### config.mk
export PLATFORM = sky130hd
export DESIGN_NAME = rpsc_seq_ctrl
export DESIGN_NICKNAME = d
export VERILOG_FILES = /design/src/rtl/rpsc_seq_ctrl.sv
export SDC_FILE = /design/constraint.sdc
export NUM_CORES = 1
export LEC_CHECK = 0
export ABC_CLOCK_PERIOD_IN_PS = 2770
export CORE_AREA = 2 2 78 80
export DETAILED_ROUTE_END_ITERATION = 8
export DIE_AREA = 0 0 80 82
export HOLD_SLACK_MARGIN = 0.05
export PLACE_DENSITY = 0.75
export SLEW_MARGIN = 20
export SYNTH_ARGS = -nofsm -noshare
export SYNTH_HDL_FRONTEND = slang
export SYNTH_SLANG_ARGS = --single-unit
### constraint.sdc
create_clock -name clk -period 2.77 [get_ports clk]
set_input_delay 0.554 -clock clk [delete_from_list [all_inputs] [get_ports clk]]
set_output_delay 0.554 -clock clk [all_outputs]
set_load 0.03 [all_outputs]
### src/rtl/rpsc_seq_ctrl.sv
// RPSC supply sequencer. Standby stages come up one at a time, then HV stages, each with
// an ack/settle handshake. Supplies drop in reverse order. Trips, ack loss and ack timeouts latch a fault.
module rpsc_seq_ctrl #(
  parameter int N_SB        = 4,
  parameter int N_HV        = 2,
  parameter int SETTLE_CYC  = 1000,
  parameter int TIMEOUT_CYC = 50000
) (
  input  logic            clk,
  input  logic            reset,
  input  logic            sb_req,
  input  logic            hv_req,
  input  logic            fault_clr,
  input  logic [N_SB-1:0] i_Not_SB_ACK,
  input  logic [N_HV-1:0] i_Not_HV_ACK,
  input  logic            i_Not_ANY_SB_GO_OFF,
  input  logic            i_Not_ANY_HV_GO_OFF,
  output logic [N_SB-1:0] sb_en,
  output logic [N_HV-1:0] hv_en,
  output logic            o_Not_SB_ON,
  output logic            o_Not_SB_OFF,
  output logic            o_Not_HV_ON,
  output logic            o_Not_HV_OFF,
  output logic            fault,
  output logic [1:0]      fault_code,
  output logic [2:0]      state
);

  localparam int CMAX      = (SETTLE_CYC > TIMEOUT_CYC) ? SETTLE_CYC : TIMEOUT_CYC;
  localparam int CW        = $clog2(CMAX + 1);
  localparam int NMAX      = (N_SB > N_HV) ? N_SB : N_HV;
  localparam int IW        = (NMAX > 1) ? $clog2(NMAX) : 1;
  localparam int DROP_LAST = (SETTLE_CYC > 0) ? SETTLE_CYC - 1 : 0;

  typedef enum logic [3:0] {
    S_OFF      = 4'd0,
    S_SB_RAMP  = 4'd1,
    S_SB_READY = 4'd2,
    S_SB_DOWN  = 4'd3,
    S_HV_RAMP  = 4'd4,
    S_HV_ON    = 4'd5,
    S_HV_DOWN  = 4'd6,
    S_FAULT    = 4'd7,
    S_FAULT_HV = 4'd8
  } state_e;

  typedef enum logic [1:0] {
    FC_NONE    = 2'd0,
    FC_SB      = 2'd1,
    FC_TIMEOUT = 2'd2,
    FC_HV      = 2'd3
  } fcode_e;

  state_e          state_q, state_d;
  fcode_e          code_q, code_d;
  logic [IW-1:0]   idx_q, idx_d;
  logic [CW-1:0]   cnt_q, cnt_d;
  logic            settle_q, settle_d;
  logic [N_SB-1:0] sb_en_q, sb_en_d, sb_done_q, sb_done_d;
  logic [N_HV-1:0] hv_en_q, hv_en_d, hv_done_q, hv_done_d;
  logic            sb_on_n_q, sb_off_n_q, hv_on_n_q, hv_off_n_q;

  logic            in_down, is_hv, cur_ack, sb_trip, hv_trip, timeout;
  logic [IW-1:0]   cur_last;
  logic [CW-1:0]   cnt_inc;

  function automatic logic [NMAX-1:0] drop_top(input logic [NMAX-1:0] v);
    logic found;
    drop_top = v;
    found    = 1'b0;
    for (int k = NMAX - 1; k >= 0; k--) begin
      if (v[k] && !found) begin
        drop_top[k] = 1'b0;
        found       = 1'b1;
      end
    end
  endfunction

  function automatic logic [NMAX-1:0] onehot(input logic [IW-1:0] i);
    onehot = '0;
    for (int k = 0; k < NMAX; k++) if (IW'(k) == i) onehot[k] = 1'b1;
  endfunction

  function automatic logic pick(input logic [NMAX-1:0] v, input logic [IW-1:0] i);
    pick = 1'b1;
    for (int k = 0; k < NMAX; k++) if (IW'(k) == i) pick = v[k];
  endfunction

  // Ack loss only counts for stages that finished settling; DOWN states ignore acks entirely.
  assign in_down  = (state_q == S_SB_DOWN) || (state_q == S_HV_DOWN);
  assign is_hv    = (state_q == S_HV_RAMP);
  assign cur_ack  = is_hv ? pick(NMAX'(i_Not_HV_ACK), idx_q) : pick(NMAX'(i_Not_SB_ACK), idx_q);
  assign cur_last = is_hv ? IW'(N_HV - 1) : IW'(N_SB - 1);
  assign cnt_inc  = (cnt_q == CW'(CMAX)) ? cnt_q : cnt_q + CW'(1);

  assign sb_trip = (state_q != S_OFF) && (state_q != S_FAULT) &&
                   (!i_Not_ANY_SB_GO_OFF || (!in_down && |(sb_done_q & i_Not_SB_ACK)));
  assign timeout = ((state_q == S_SB_RAMP) || is_hv) && !settle_q && cur_ack &&
                   (cnt_q >= CW'(TIMEOUT_CYC - 1));
  assign hv_trip = ((state_q == S_HV_RAMP) || (state_q == S_HV_ON) || (state_q == S_HV_DOWN)) &&
                   (!i_Not_ANY_HV_GO_OFF || (!in_down && |(hv_done_q & i_Not_HV_ACK)));

  always_ff @(posedge clk) begin
    // NOTE: no storage arrays here, so every register is reset synchronously.
    if (reset) begin
      state_q    <= S_OFF;
      code_q     <= FC_NONE;
      idx_q      <= '0;
      cnt_q      <= '0;
      settle_q   <= 1'b0;
      sb_en_q    <= '0;
      hv_en_q    <= '0;
      sb_done_q  <= '0;
      hv_done_q  <= '0;
      sb_on_n_q  <= 1'b1;
      sb_off_n_q <= 1'b1;
      hv_on_n_q  <= 1'b1;
      hv_off_n_q <= 1'b1;
    end else begin
      // NOTE: non-blocking so every register samples pre-edge values regardless of statement order.
      state_q    <= state_d;
      code_q     <= code_d;
      idx_q      <= idx_d;
      cnt_q      <= cnt_d;
      settle_q   <= settle_d;
      sb_en_q    <= sb_en_d;
      hv_en_q    <= hv_en_d;
      sb_done_q  <= sb_done_d;
      hv_done_q  <= hv_done_d;
      sb_on_n_q  <= |i_Not_SB_ACK;
      sb_off_n_q <= ~&i_Not_SB_ACK;
      hv_on_n_q  <= |i_Not_HV_ACK;
      hv_off_n_q <= ~&i_Not_HV_ACK;
    end
  end

  always_comb begin
    // NOTE: every target gets a hold default first so no path can infer a latch.
    state_d   = state_q;
    code_d    = code_q;
    idx_d     = idx_q;
    cnt_d     = cnt_q;
    settle_d  = settle_q;
    sb_en_d   = sb_en_q;
    hv_en_d   = hv_en_q;
    sb_done_d = sb_done_q;
    hv_done_d = hv_done_q;

    if (sb_trip || timeout) begin
      state_d  = S_FAULT;
      code_d   = sb_trip ? FC_SB : FC_TIMEOUT;
      sb_en_d  = '0;
      hv_en_d  = '0;
      idx_d    = '0;
      cnt_d    = '0;
      settle_d = 1'b0;
    end else if (hv_trip) begin
      state_d  = S_FAULT_HV;
      code_d   = FC_HV;
      hv_en_d  = '0;
      idx_d    = '0;
      cnt_d    = '0;
      settle_d = 1'b0;
    end else begin
      unique case (state_q)
        S_OFF: begin
          if (sb_req && i_Not_ANY_SB_GO_OFF && i_Not_ANY_HV_GO_OFF) begin
            state_d  = S_SB_RAMP;
            idx_d    = '0;
            cnt_d    = '0;
            settle_d = 1'b0;
            sb_en_d  = N_SB'(onehot('0));
          end
        end
        S_SB_RAMP, S_HV_RAMP: begin
          if (!sb_req || (is_hv && !hv_req)) begin
            state_d  = is_hv ? S_HV_DOWN : S_SB_DOWN;
            cnt_d    = '0;
            settle_d = 1'b0;
            if (is_hv) hv_en_d = N_HV'(drop_top(NMAX'(hv_en_q)));
            else       sb_en_d = N_SB'(drop_top(NMAX'(sb_en_q)));
          end else if (!settle_q) begin
            if (!cur_ack) begin
              settle_d = 1'b1;
              cnt_d    = '0;
            end else begin
              cnt_d = cnt_inc;
            end
          end else if (cnt_q >= CW'(SETTLE_CYC)) begin
            settle_d = 1'b0;
            cnt_d    = '0;
            if (is_hv) hv_done_d = hv_done_q | N_HV'(onehot(idx_q));
            else       sb_done_d = sb_done_q | N_SB'(onehot(idx_q));
            if (idx_q == cur_last) begin
              state_d = is_hv ? S_HV_ON : S_SB_READY;
            end else begin
              idx_d = idx_q + IW'(1);
              if (is_hv) hv_en_d = hv_en_q | N_HV'(onehot(idx_q + IW'(1)));
              else       sb_en_d = sb_en_q | N_SB'(onehot(idx_q + IW'(1)));
            end
          end else begin
            cnt_d = cnt_inc;
          end
        end
        S_SB_READY: begin
          if (!sb_req) begin
            state_d = S_SB_DOWN;
            cnt_d   = '0;
            sb_en_d = N_SB'(drop_top(NMAX'(sb_en_q)));
          end else if (hv_req) begin
            state_d  = S_HV_RAMP;
            idx_d    = '0;
            cnt_d    = '0;
            settle_d = 1'b0;
            hv_en_d  = N_HV'(onehot('0));
          end
        end
        S_HV_ON: begin
          if (!sb_req || !hv_req) begin
            state_d = S_HV_DOWN;
            cnt_d   = '0;
            hv_en_d = N_HV'(drop_top(NMAX'(hv_en_q)));
          end
        end
        S_HV_DOWN: begin
          if (hv_en_q == '0) begin
            cnt_d = '0;
            if (!sb_req) begin
              state_d = S_SB_DOWN;
              sb_en_d = N_SB'(drop_top(NMAX'(sb_en_q)));
            end else begin
              state_d = S_SB_READY;
            end
          end else if (cnt_q >= CW'(DROP_LAST)) begin
            cnt_d   = '0;
            hv_en_d = N_HV'(drop_top(NMAX'(hv_en_q)));
          end else begin
            cnt_d = cnt_inc;
          end
        end
        S_SB_DOWN: begin
          if (sb_en_q == '0) begin
            state_d = S_OFF;
            idx_d   = '0;
            cnt_d   = '0;
          end else if (cnt_q >= CW'(DROP_LAST)) begin
            cnt_d   = '0;
            sb_en_d = N_SB'(drop_top(NMAX'(sb_en_q)));
          end else begin
            cnt_d = cnt_inc;
          end
        end
        S_FAULT: begin
          if (fault_clr && !sb_req && !hv_req && i_Not_ANY_SB_GO_OFF && i_Not_ANY_HV_GO_OFF) begin
            state_d = S_OFF;
            code_d  = FC_NONE;
          end
        end
        S_FAULT_HV: begin
          if (fault_clr && !hv_req && i_Not_ANY_HV_GO_OFF) begin
            state_d = S_SB_READY;
            code_d  = FC_NONE;
          end
        end
        default: state_d = S_OFF;
      endcase
    end

    sb_done_d = sb_done_d & sb_en_d;
    hv_done_d = hv_done_d & hv_en_d;
  end

  // Both fault states read back as 7 on the 3-bit debug port; fault_code 3 marks FAULT_HV.
  always_comb begin
    fault = (state_q == S_FAULT) || (state_q == S_FAULT_HV);
    state = (state_q == S_FAULT_HV) ? 3'd7 : state_q[2:0];
  end

  assign sb_en        = sb_en_q;
  assign hv_en        = hv_en_q;
  assign o_Not_SB_ON  = sb_on_n_q;
  assign o_Not_SB_OFF = sb_off_n_q;
  assign o_Not_HV_ON  = hv_on_n_q;
  assign o_Not_HV_OFF = hv_off_n_q;
  assign fault_code   = code_q;

endmodule

Yosys cells after proc, flatten, opt, wreduce, memory -nomap -nowiden
Cells that the tools add are included.
- flip-flop bits (word level): 41
- input bits: 13
- output and inout port bits: 16
- $add $sub $neg: 2
- $lt $le $gt $ge: 3
- eq/ne operators: 47
- muxes and demuxes: 301
- bitwise gates (word level): 8
- reductions and logical operators: 90
- operator list (kind ; count):
    two-way mux 1 bit ; 210
    two-way mux 16 bit ; 12
    two-way mux 4 bit ; 34
    one-hot mux 16 bit (6 select lines) ; 1
    two-way mux 2 bit ; 34
    greater-or-equal comparator 16 x 10 -> 1 bit (second input constant) ; 2
    logical AND 1 bit ; 32
    one-hot mux 4 bit (8 select lines) ; 1
    != test 4 bit (second input constant) ; 7
    logical NOT 1 bit ; 23
    != test 5 bit (second input constant) ; 4
    one-hot mux 4 bit (5 select lines) ; 1
    AND reduction 10 bit ; 2
    adder 16 x 1 -> 16 bit (second input constant) ; 1
    equality test 16 bit (second input constant) ; 1
    equality test 4 x 3 -> 1 bit (second input constant) ; 4
    greater-or-equal comparator 16 bit (second input constant) ; 1
    one-hot mux 2 bit (4 select lines) ; 2
    != test 2 bit (second input constant) ; 7
    two-way mux 3 bit ; 4
    != test 3 bit (second input constant) ; 4
    != test 4 x 2 -> 1 bit (second input constant) ; 3
    AND reduction 4 bit ; 3
    nonzero test 4 bit ; 3
    other kinds (27) ; 55

Logic depth before layout (Yosys ltp)
- depth after elaboration: 35
- gate-level depth with buffers: 9
- gate-level depth less buffers: 8

Worst setup path before layout
Ideal clock, no wire load.
- kind: input -> register
- start point: in sb_req
- end point: reg cnt_q[6]
- arrival time: 2466 ps
- data required time: 2640 ps
- setup slack: 175 ps
- stages: 7
- path buffers: 1
- path through: clkbuf_1 > nand3_1 > and2_1 > nor4_1 > nand2b_1 > nor2_2 > nor4_1
- cells in the longest elaborated chain, start to end: 4
- RTL lines (what ; RTL line ; text):
    start, declared ; 11 ; input logic sb_req,
    logical NOT 1 bit / logical AND 1 bit (equally long branches) ; 176, 219, 167 ;
    logical OR 1 bit, or another cell as far along ; 176 ; if (!sb_req || (is_hv && !hv_req)) begin
    two-way mux 16 bit, or another cell as far along ; 176 ;
    one-hot mux 16 bit (6 select lines) / AND reduction 4 bit (equally long branches) ; -- ;
    end signal, assigned ; 124 ; cnt_q <= cnt_d;
    end, declared ; 57 ; logic [CW-1:0] cnt_q, cnt_d;
Parallel ways exist; a longest one is shown, timed or not.
A chain may end at the register's enable or synchronous reset.

Final worst setup path
- start point: reg state_q[3]
- end point: out state[2]
- cells in the longest elaborated chain, start to end: 2
- RTL lines (what ; RTL line ; text):
    start, declared ; 54 ; state_e state_q, state_d;
    start signal, assigned ; 121 ; state_q <= state_d;
    equality test 4 bit ; 276 ; state = (state_q == S_FAULT_HV) ? 3'd7 : state_q[2:0];
    two-way mux 3 bit ; 276 ;
    end, declared ; 26 ; output logic [2:0] state
Every way passes these cells.

==> out/qor.csv <==
stage,metric,value,unit
cts,clock-pin transition on the worst setup and hold timing paths,0.09,ns
die,Die ar.,0.006560,mm2
power,maximum vdd drop,558.0,uV
cts,CTS Hold Bufs,0,
die,starting density of the core,53.24,%
status,outcome,completed,
route,Iter 0 DRT Violations,374,
placed_design,Detail Placement HPWL,7776,um
synthesis,post-synthesis sequential area ratio,26.83,%
critical_path,critical-path maximum fanout,9,
placed_design,pre-CTS WS,-0.1145,ns
final_layout,area delta synth->final,25.89,%
synthesis,Synth Area in XOR/XNOR,1.718,%
run,maxcap violations,0,
critical_path,crit path cell chain,"buf_4, inv_1, o31ai_1, clkdlybuf4s50_1",
synthesis,yosys warns,0,
sta,clk_skew,0.008653,ns
die,CORE AREA,0.005746,mm2
critical_path,CP max stage delay,0.72,ns
global_routing,met2 Use GR,47.75,%
synthesis,ys flop type,dfxtp_1,
final_layout,# fillers,519,
synthesis,post-synthesis register bit count,41,
final_layout,layout cell share with drive strength beyond 1,16.31,%
power,Leak,0.001425,uW
critical_path,CP Capture Type,output port,
route,# DRC,0,
global_routing,Top Usage Layer GRT,met2,
final_layout,Final nets,485,
route,Final ANT Viol Nets,0,
synthesis,largest cells by area after synthesis,"dfxtp_1, a21oi_1, o21ai_0, nand2_1, o211ai_1",
final_layout,# diodes,0,
global_routing,vias in the first global route,3116,
final_layout,"most common cell after layout, fill and taps aside",buf_4,
synthesis,main combinational cell family by area after synthesis,compound AO/OA/AOI/OAI gates,
sta,Max Fclk,381.0,MHz
die,die height,82,um
synthesis,cell count after synthesis,405,
global_routing,met3 usage,6.044,%
cts,CTS max path bufs,2,
sta,period utilisation layout,94.75,%
sta,Tightest Pin Transition,0.8211,ns
sta,Worst slew margin,44.84,%
synthesis,"EDFF count, synth",0,
critical_path,Critical Path RT,2.22,ns
global_routing,pin count of the biggest net entering global routing,24,
die,Top Ports,29,
sta,"Worst Setup Slack, final",0.1454,ns
sta,final hold slack,0.5085,ns
synthesis,compound-cell area share of the yosys netlist,31.12,%
die,# rows,28,
critical_path,startpoint types,flip-flop,
final_layout,"leading cell types in the layout, fill and taps excluded","buf_4, dfxtp_1, a21oi_1",
power,pwr/cell area,870.5,mW/mm2
sta,"Hold Vio Cnt, Final",0,
cts,PostCTS Resize Cnt,0,
global_routing,routing usage on met1,45.34,%
critical_path,crit path kind,flip-flop to output port,
global_routing,global route overflow,0,
synthesis,simple-gate portion of the synthesized area,30.84,%
synthesis,synthesized area,0.003059,mm2
synthesis,"Net Count, Synth",425,
route,first-pass detailed-route iteration total,5,
global_routing,first-pass GRT wire length,16060,um
route,vias post-DR,3579,
sta,"Min Clock Period, post-route",2.625,ns
cts,TritonCTS Sinks,41,
route,final WL,10230,um
synthesis,Synth area leader,dfxtp_1,
die,Die Wd,80,um
route,vias per cell,6.616,
synthesis,share of the synthesized area in the top cell type,26.83,%
cts,Post-CTS Setup Inserts,0,
synthesis,Synth Area in Adders,2.863,%
global_routing,total global-route track usage,31.93,%
synthesis,Post-synth ARST share,0,%
cts,latest clock arrival within the worst-skew pair,0.31,ns
sta,endpoints failing setup,0,
route,Routed WL per cell,18.90,um
synthesis,mux contribution to synthesized area,1.391,%
critical_path,Crit-path slowest cell,clkdlybuf4s50_1,
synthesis,average cell area after synthesis,7.554,um2
cts,CTS Buf Count,5,
sta,RSZ-0062 raised after global routing,false,
sta,"Slew Viols, Final",0,
global_routing,initial antenna violation count,0,
cts,CTS tree,built,
critical_path,Worst EP arrival,2.07,ns
placed_design,Final GP Congestion,0.9914,
hold_path,Tightest Hold Check Type,flip-flop to flip-flop,
placed_design,PortBufs,28,
synthesis,Yosys cell types,63,
cts,CTS H-tree depth,2,
cts,CTS root buf,clkbuf_8,
-- synthesized netlist by cell type (3+ instances only) --
| library cell | number |
|---|---|
| dfxtp_1 | 41 |
| a21oi_1 | 36 |
| nand2_1 | 28 |
| nor2_1 | 24 |
| o21ai_0 | 24 |
| nand3_1 | 20 |
| inv_1 | 17 |
| clkbuf_1 | 16 |
| nor3_1 | 15 |
| o211ai_1 | 14 |
| nor2b_1 | 13 |
| and3_1 | 10 |
| nor4_1 | 10 |
| and2_1 | 9 |
| a211oi_1 | 8 |
| a31oi_1 | 7 |
| ha_1 | 7 |
| nand2b_1 | 7 |
| o221ai_1 | 7 |
| nand4_1 | 6 |
| buf_2 | 5 |
| nor3b_1 | 5 |
| or3_1 | 5 |
| o2111ai_1 | 4 |
| xor2_1 | 4 |
| a221oi_1 | 3 |
| a22oi_1 | 3 |
| nor4b_1 | 3 |
| o21a_1 | 3 |
| o22ai_1 | 3 |
| or4_1 | 3 |
-- kinds of logic after synthesis --
group	Yosys count
DFF	41
muxes	4
buffers and inverters	40
AOI/OAI and AO/OA	138
xor gates and xnor gates	6
adders and majority gates	7
and+or+nand+nor	169
-- flip-flops by register name (all words and copies together), names as in the netlist --
register,cells
cnt_q,16
fault_code,2
hv_done_q,2
hv_en,2
idx_q,2
o_Not_HV_OFF,1
o_Not_HV_ON,1
o_Not_SB_OFF,1
o_Not_SB_ON,1
sb_done_q,4
sb_en,4
settle_q,1
state_q,4
-- power breakdown --
group / internal (uW) / leakage (uW) / total (uW) / switching, uW
logic: 838 / 0.00103 / 2060 / 1230
clock network: 358 / 0.0000681 / 587 / 229
registers: 636 / 0.000332 / 701 / 65.7
-- area by class of cell --
cell class	instances	area (um2)	share of cell area [%]
Multi-Input combinational cell	324	2097	54.45
Clock buffer	5	68.82	1.787
Timing Repair Buffer	75	638.1	16.57
Clock inverter	3	65.06	1.689
Sequential cell	41	820.8	21.31
Tap cell	75	93.84	2.437
Inverter	18	67.56	1.754
-- layer usage --
metal / vias to the layer above / share of wire, %
li1: 1662 / -
met1: 1671 / 44
met2: 215 / 44
met3: 31 / 9.1
met4: 0 / 3.2
met5: - / 0
-- through the flow --
| step | total power, uW | util (%) | TNS, ns | std cells | area [um2] |
|---|---|---|---|---|---|
| after global routing | 3534 | 67.03 | 0 | 541 | 3851 |
| final | 3353 | 67.03 | 0 | 541 | 3851 |
| after floorplan | 1910 | - | 0 | 405 | 3059 |
| after CTS | 3272 | 66.70 | 0 | 541 | 3832 |
| after global placement | 2686 | 64.37 | -0.3185 | 533 | 3699 |
| after detailed placement | 2681 | 64.37 | -1.161 | 533 | 3699 |
-- worst paths after layout --
| kind | cells after the start | slack, ns | from | endpoint |
|---|---|---|---|---|
| hold / removal | 2 | 0.51 | fault_code[1] | fault_code[1] |
| setup reg to reg | 6 | 0.17 | state_q[2] | idx_q[0] |
| hold reg to reg | 2 | 0.51 | fault_code[1] | fault_code[1] |
| setup / recovery | 4 | 0.15 | state_q[3] | state[2] |
-- worst max-delay path: cells and delay by family, from the launching register on --
| kind | cells | cell delay (ns) |
|---|---|---|
| buf+inv | 3 | 1.03 |
| flops | 1 | 0.42 |
| compound gates | 1 | 0.31 |
Power figures use the tool's default switching activity.
==> variant 1, RTL diff (same flow settings) <==
Put one more register stage on the output `fault_code`, with the module's reset. The value now appears one clock later. The other outputs are not delayed to match.
--- a/src/rtl/rpsc_seq_ctrl.sv
+++ b/src/rtl/rpsc_seq_ctrl.sv
@@ -282,7 +282,13 @@
   assign o_Not_SB_OFF = sb_off_n_q;
   assign o_Not_HV_ON  = hv_on_n_q;
   assign o_Not_HV_OFF = hv_off_n_q;
-  assign fault_code   = code_q;
+  always_ff @(posedge clk) begin
+    if (reset) begin
+      fault_code <= '0;
+    end else begin
+      fault_code <= code_q;
+    end
+  end
 
 endmodule
 
Check against the original RTL: not equivalent (a bounded check fails within 4 cycles, from zero or initial values and one cycle with reset high).
==> variant 1 against the unedited design <==
  * Clock power decreased by 28%
  * Synthesized cell count is 1.5% lower
  * Global-route usage down 2.1 points
  * Combinational power is 25% lower
  * Highest routed layer unchanged
  * Cell area shrank 4.6%
  * Power down 18%
  * Sequential cell count is 2 higher
  * Setup slack lost 0.054 ns
  * Synthesized area grew 0.86%
  * Worst hold slack worse by 0.031 ns
  * Final cell count is 4.3% lower
  * Routed wire length decreased by 6.3%
==> variant 1: results (changes against the unedited design) <==
| Metric | Value |
|---|---|
| Via-to-Cell Ratio | 6.46 (was 6.62) |
| Antenna violations before repair | 0 (unchanged) |
| Area contributors post-synth | dfxtp_1 (28%), nor2_1 (4.9%), nand2_1 (4.5%) (was dfxtp_1 (27%), a21oi_1 (5.9%), o21ai_0 (3.9%)) |
| Crit path from | state_q[2] (was state_q[3]) |
| Vias in the first global route | 2989 (was 3116) |
| Delay of the slowest cell on the worst path | 0.66 ns (was 0.72 ns) |
| Placed Instances | 510 (was 533) |
| GRT Util Overall | 29.8% (was 31.9%) |
| Hold Path Class | flip-flop to flip-flop (unchanged) |
| Launch point of the worst hold path | code_q[1] (was fault_code[1]) |
| Post-synthesis cell type count | 73 (was 63) |
| Clock Latency Late Sink | 0.31 ns (about the same) |
| Max Clock Skew | 0.00886 ns (was 0.00865 ns) |
| Post-CTS Setup Bufs | 0 (unchanged) |
| WL final | 9.58 mm (was 10.2 mm) |
| Share of layout cells above drive strength 1 | 13.1% (was 16.3%) |
| FF-to-FF Start | state_q[1] (was state_q[2]) |
| Crit-path max FO | 22 (was 9) |
| Worst path top cell family by delay | buffers and inverters (unchanged) |
| Outcome | finished clean (unchanged) |
| First-pass GRT wire length | 15.0 mm (was 16.1 mm) |
| Main synth FF type | dfxtp_1 (unchanged) |
| Share of the yosys chip area belonging to registers | 27.9% (was 26.8%) |
| Gpl congestion | 0.997 (was 0.991) |
| Synth Net Count | 419 (was 425) |
| Worst-margin pin slew | 0.636 ns (was 0.821 ns) |
| Max reg flops | 16 (unchanged) |
| Filler instances | 558 (was 519) |
| Cells after Synth | 399 (was 405) |
| Remaining Overflow, GRT | 0 (unchanged) |
| Detailed Route Iter0 Violations | 302 (was 374) |
| H-tree levels | 2 (unchanged) |
| Leak Pwr | 1.35 nW (was 1.43 nW) |
| Port Buf Inserts | 28 (unchanged) |
| Post-synth top cells | dfxtp_1 (43), nor2_1 (40), nand2_1 (37) (was dfxtp_1 (41), a21oi_1 (36), nand2_1 (28)) |
| Inserted Clock Buffers | 5 (unchanged) |
| Router iterations before antenna repair | 5 (unchanged) |
| Clk slew on worst S/H paths | 0.09 ns (about the same) |
| Crit path DAT | 2.12 ns (was 2.07 ns) |
| Final #Nets | 462 (was 485) |
| # diodes | 0 (unchanged) |
| DP HPWL | 7.26 mm (was 7.78 mm) |
| Critical path's slowest cell | clkdlybuf4s50_1 (unchanged) |
| Avg WL per Cell | 18.5 um (was 18.9 um) |
| Peak supply drop | 0.000564 V (was 0.000558 V) |
[variant 1: repair_timing]
item,in CTS,in global routing
gates resized for setup,0,1
endpoints found under the hold margin,0,0
setup endpoints to repair,0,7
[variant 1: cell families after synthesis]
| kind of cell | share of synthesized area (%) |
|---|---|
| simple gates | 32.0 |
| compound gates | 27.9 |
| flops | 27.9 |
| buf+inv | 5.56 |
| xor+xnor | 2.55 |
| fa+ha+maj | 2.84 |
| mux | 1.34 |
[variant 1: per-stage QoR]
step	TNS (ns)	instance area, um^2	hold slack [ns]	worst slack, ns	power, mW
6_report	0	3670	0.477	0.0919	2.74
5_1_grt	0	3670	0.490	0.00242	2.90
4_1_cts	0	3670	0.474	0.125	2.71
3_5_place_dp	-0.239	3580	0.461	-0.0565	2.28
3_3_place_gp	0	3580	0.453	0.0376	2.27
2_1_floorplan	0	3090	0.438	0.327	1.79
[variant 1: where the power goes]
group	leakage (nW)	switching [mW]	internal (mW)
Combinational	0.961	0.912	0.641
Clock	0.0408	0.245	0.181
Sequential	0.349	0.0953	0.662
Total	1.35	1.25	1.48
[variant 1: worst paths after layout]
| path | cells after the start | slack (ns) | endpoint |
|---|---|---|---|
| setup / recovery | 5 | 0.09 | state[1] |
| hold / removal | 1 | 0.48 | fault_code[1] |
| setup reg to reg | 5 | 0.18 | cnt_q[13] |
| hold reg to reg | 1 | 0.48 | fault_code[1] |
[variant 1: final cells by class]
type / count / share of cell area (%)
Multi-Input combinational cell: 320 / 55.9
Sequential cell: 43 / 23.5
Timing Repair Buffer: 59 / 14.2
Tap cell: 75 / 2.55
Clock buffer: 5 / 1.87
Inverter: 13 / 1.33
Clock inverter: 3 / 0.647
[variant 1: per-layer routing]
metal	part of all wire (%)	global-route usage, %
met2	45	45.8
met4	3.3	12.4
met3	9.3	7.25
met1	42	40.0
met5	0	0
==> variant 2, RTL diff (same flow settings) <==
Made on the original files. Set the parameter `N_SB` to 2 (it was 4).
--- a/src/rtl/rpsc_seq_ctrl.sv
+++ b/src/rtl/rpsc_seq_ctrl.sv
@@ -1,7 +1,7 @@
 // RPSC supply sequencer. Standby stages come up one at a time, then HV stages, each with
 // an ack/settle handshake. Supplies drop in reverse order. Trips, ack loss and ack timeouts latch a fault.
 module rpsc_seq_ctrl #(
-  parameter int N_SB        = 4,
+  parameter int N_SB        = 2,
   parameter int N_HV        = 2,
   parameter int SETTLE_CYC  = 1000,
   parameter int TIMEOUT_CYC = 50000
Interface: changed (resized i_Not_SB_ACK and sb_en); port bits go from 29 to 25. No check against the original RTL was run, so the function may have changed too.
==> variant 2 against the unedited design <==
  * Via count down 24%
  * Cell area is 20% lower
  * Setup slack improved by 0.0032 ns
  * Routed wire length decreased by 26%
  * Power decreased by 28%
  * Highest routed layer unchanged
  * Count of clock-buffer cells in the layout did not move
  * Worst hold slack got worse by 0.044 ns
  * Fmax grew 0.12%
  * Synthesized area is 18% lower
  * Largest power group unchanged
  * Sequential cell count down 5
==> variant 2: results (changes against the unedited design) <==
| Metric | Value |
|---|---|
| Outcome | finished clean (unchanged) |
| Share of layout cells above drive strength 1 | 16.0% (was 16.3%) |
| Synth Net Count | 331 (was 425) |
| Final #Nets | 369 (was 485) |
| Delay of the slowest cell on the worst path | 0.69 ns (was 0.72 ns) |
| Bufs on Longest Clock Path | 2 (unchanged) |
| Crit path DAT | 2.07 ns (about the same) |
| WL final | 7.58 mm (was 10.2 mm) |
| Gpl congestion | 1.06 (was 0.991) |
| Detailed Route Iter0 Violations | 213 (was 374) |
| Top cell type's share of synthesized area | 28.6% (was 26.8%) |
| Root buffer selected by CTS | clkbuf_8 (unchanged) |
| Vias in the first global route | 2619 (was 3116) |
| Die ar. | 6560 um^2 (unchanged) |
| Share of the yosys chip area belonging to registers | 28.6% (was 26.8%) |
| Worst-margin pin slew | 0.533 ns (was 0.821 ns) |
| Placed cell area | 2960 um^2 (was 3700 um^2) |
| Inserted Clock Buffers | 5 (unchanged) |
| Vias | 2734 (was 3579) |
| Placed Instances | 424 (was 533) |
| Post_cts resized | 0 (unchanged) |
| Leak Pwr | 1.06 nW (was 1.43 nW) |
| Post-synthesis cell type count | 71 (was 63) |
| Crit-path max FO | 15 (was 9) |
| Net Sw Power | 1.04 mW (was 1.52 mW) |
| Post-synth top cells | dfxtp_1 (36), nand2_1 (27), nor2_1 (23) (was dfxtp_1 (41), a21oi_1 (36), nand2_1 (28)) |
| Biggest regs | cnt_q: 16 flops, state_q: 4 flops |
| Clock Latency Late Sink | approximately 0.30 ns |
| Post-CTS Setup Bufs | 0 (unchanged) |
| # diodes | 0 (unchanged) |
| Post-Layout Cell Count | 432 (was 541) |
| Max Clock Skew | 0.00638 ns (was 0.00865 ns) |
| Synth async-reset ratio | 0% (unchanged) |
| Synth Warn # | 0 (unchanged) |
| Pre-CTS WS | 0.0894 ns (was -0.115 ns) |
| Port Buf Inserts | 24 (was 28) |
| Critical path's slowest cell | clkdlybuf4s50_1 (unchanged) |
| Peak supply drop | 0.000557 V (was 0.000558 V) |
| Router iterations before antenna repair | 5 (unchanged) |
| Hold Path Class | flip-flop to flip-flop (unchanged) |
| H-tree levels | 2 (unchanged) |
| First-pass GRT wire length | 12.7 mm (was 16.1 mm) |
| Antenna violations before repair | 0 (unchanged) |
| Largest net degree at the start of global routing | 19 (was 24) |
| Area contributors post-synth | dfxtp_1 (29%), nand2_1 (4.0%), nor2_1 (3.4%) (was dfxtp_1 (27%), a21oi_1 (5.9%), o21ai_0 (3.9%)) |
| Clk slew on worst S/H paths | 0.08 ns |
| GRT Util Overall | 24.6% (was 31.9%) |
| DP HPWL | 5.70 mm (was 7.78 mm) |
| Cells after Synth | 318 (was 405) |
-- variant 2: cell count changes after synthesis, moves of 6 or more --
cell	change
a21oi_1	-21
and3_1	-8
clkbuf_1	-9
inv_1	-6
nor2b_1	-9
nor4_1	-6
o211ai_1	-12
o21ai_0	-11
-- variant 2: final cells by class --
cell class / instances / area, um^2
fillers: 541 / 2670
multi-input cells: 251 / 1660
flip-flops and latches: 36 / 721
repair buffers: 51 / 445
well taps: 75 / 93.8
clock buffers: 5 / 68.8
clock inverters: 3 / 42.5
inverters: 11 / 41.3
-- variant 2: through the flow --
stage | utilization (%) | power (mW)
finish | 53.5 | 2.40
global placement | 51.6 | 1.89
global route | 53.5 | 2.54
CTS | 53.5 | 2.39
detailed placement | 51.6 | 1.91
floorplan | - | 1.50
-- variant 2: critical path: cells and delay by family, from the launching register on --
family / cells / cell delay, ns
compound gates: 1 / 0.16
simple gates: 1 / 0.43
flops: 1 / 0.49
buf+inv: 1 / 0.69
-- variant 2: layer usage --
metal	share of wire, %	GRT usage [%]	wire [um]	vias up
li1	-	-	-	1295
met1	40	29.6	3030	1276
met2	49	43.0	3720	137
met3	7.5	5.38	570	26
met4	3.5	9.15	264	0
met5	0	0	0	-
-- variant 2: path summary, 6_finish.rpt --
path                startpoint      endpoint  slack [ns]  cells past startpoint
hold / removal    hv_done_q[0]  hv_done_q[0]        0.46                      2
hold reg to reg   hv_done_q[0]  hv_done_q[0]        0.46                      2
setup reg to reg    state_q[0]     cnt_q[15]        0.24                      7
setup / recovery    state_q[0]      state[2]        0.15                      3
-- variant 2: power by group through the flow --
stage | clock network (mW) | logic [mW] | registers [mW]
final | 0.474 | 1.30 | 0.629
after global routing | 0.509 | 1.40 | 0.637
after CTS | 0.481 | 1.28 | 0.626
after detailed placement | 0 | 1.27 | 0.638
after global placement | 0 | 1.26 | 0.635
after floorplan | 0 | 0.877 | 0.619
-- variant 2: logic make-up after synthesis --
logic type	synth area share, %
AND/OR/NAND/NOR	32.1
XOR/XNOR	2.08
adder cells (fa/ha/maj)	1.39
multiplexers	1.29
AO/OA/AOI/OAI	29.1
buffers and inverters	5.46
flip-flops	28.6
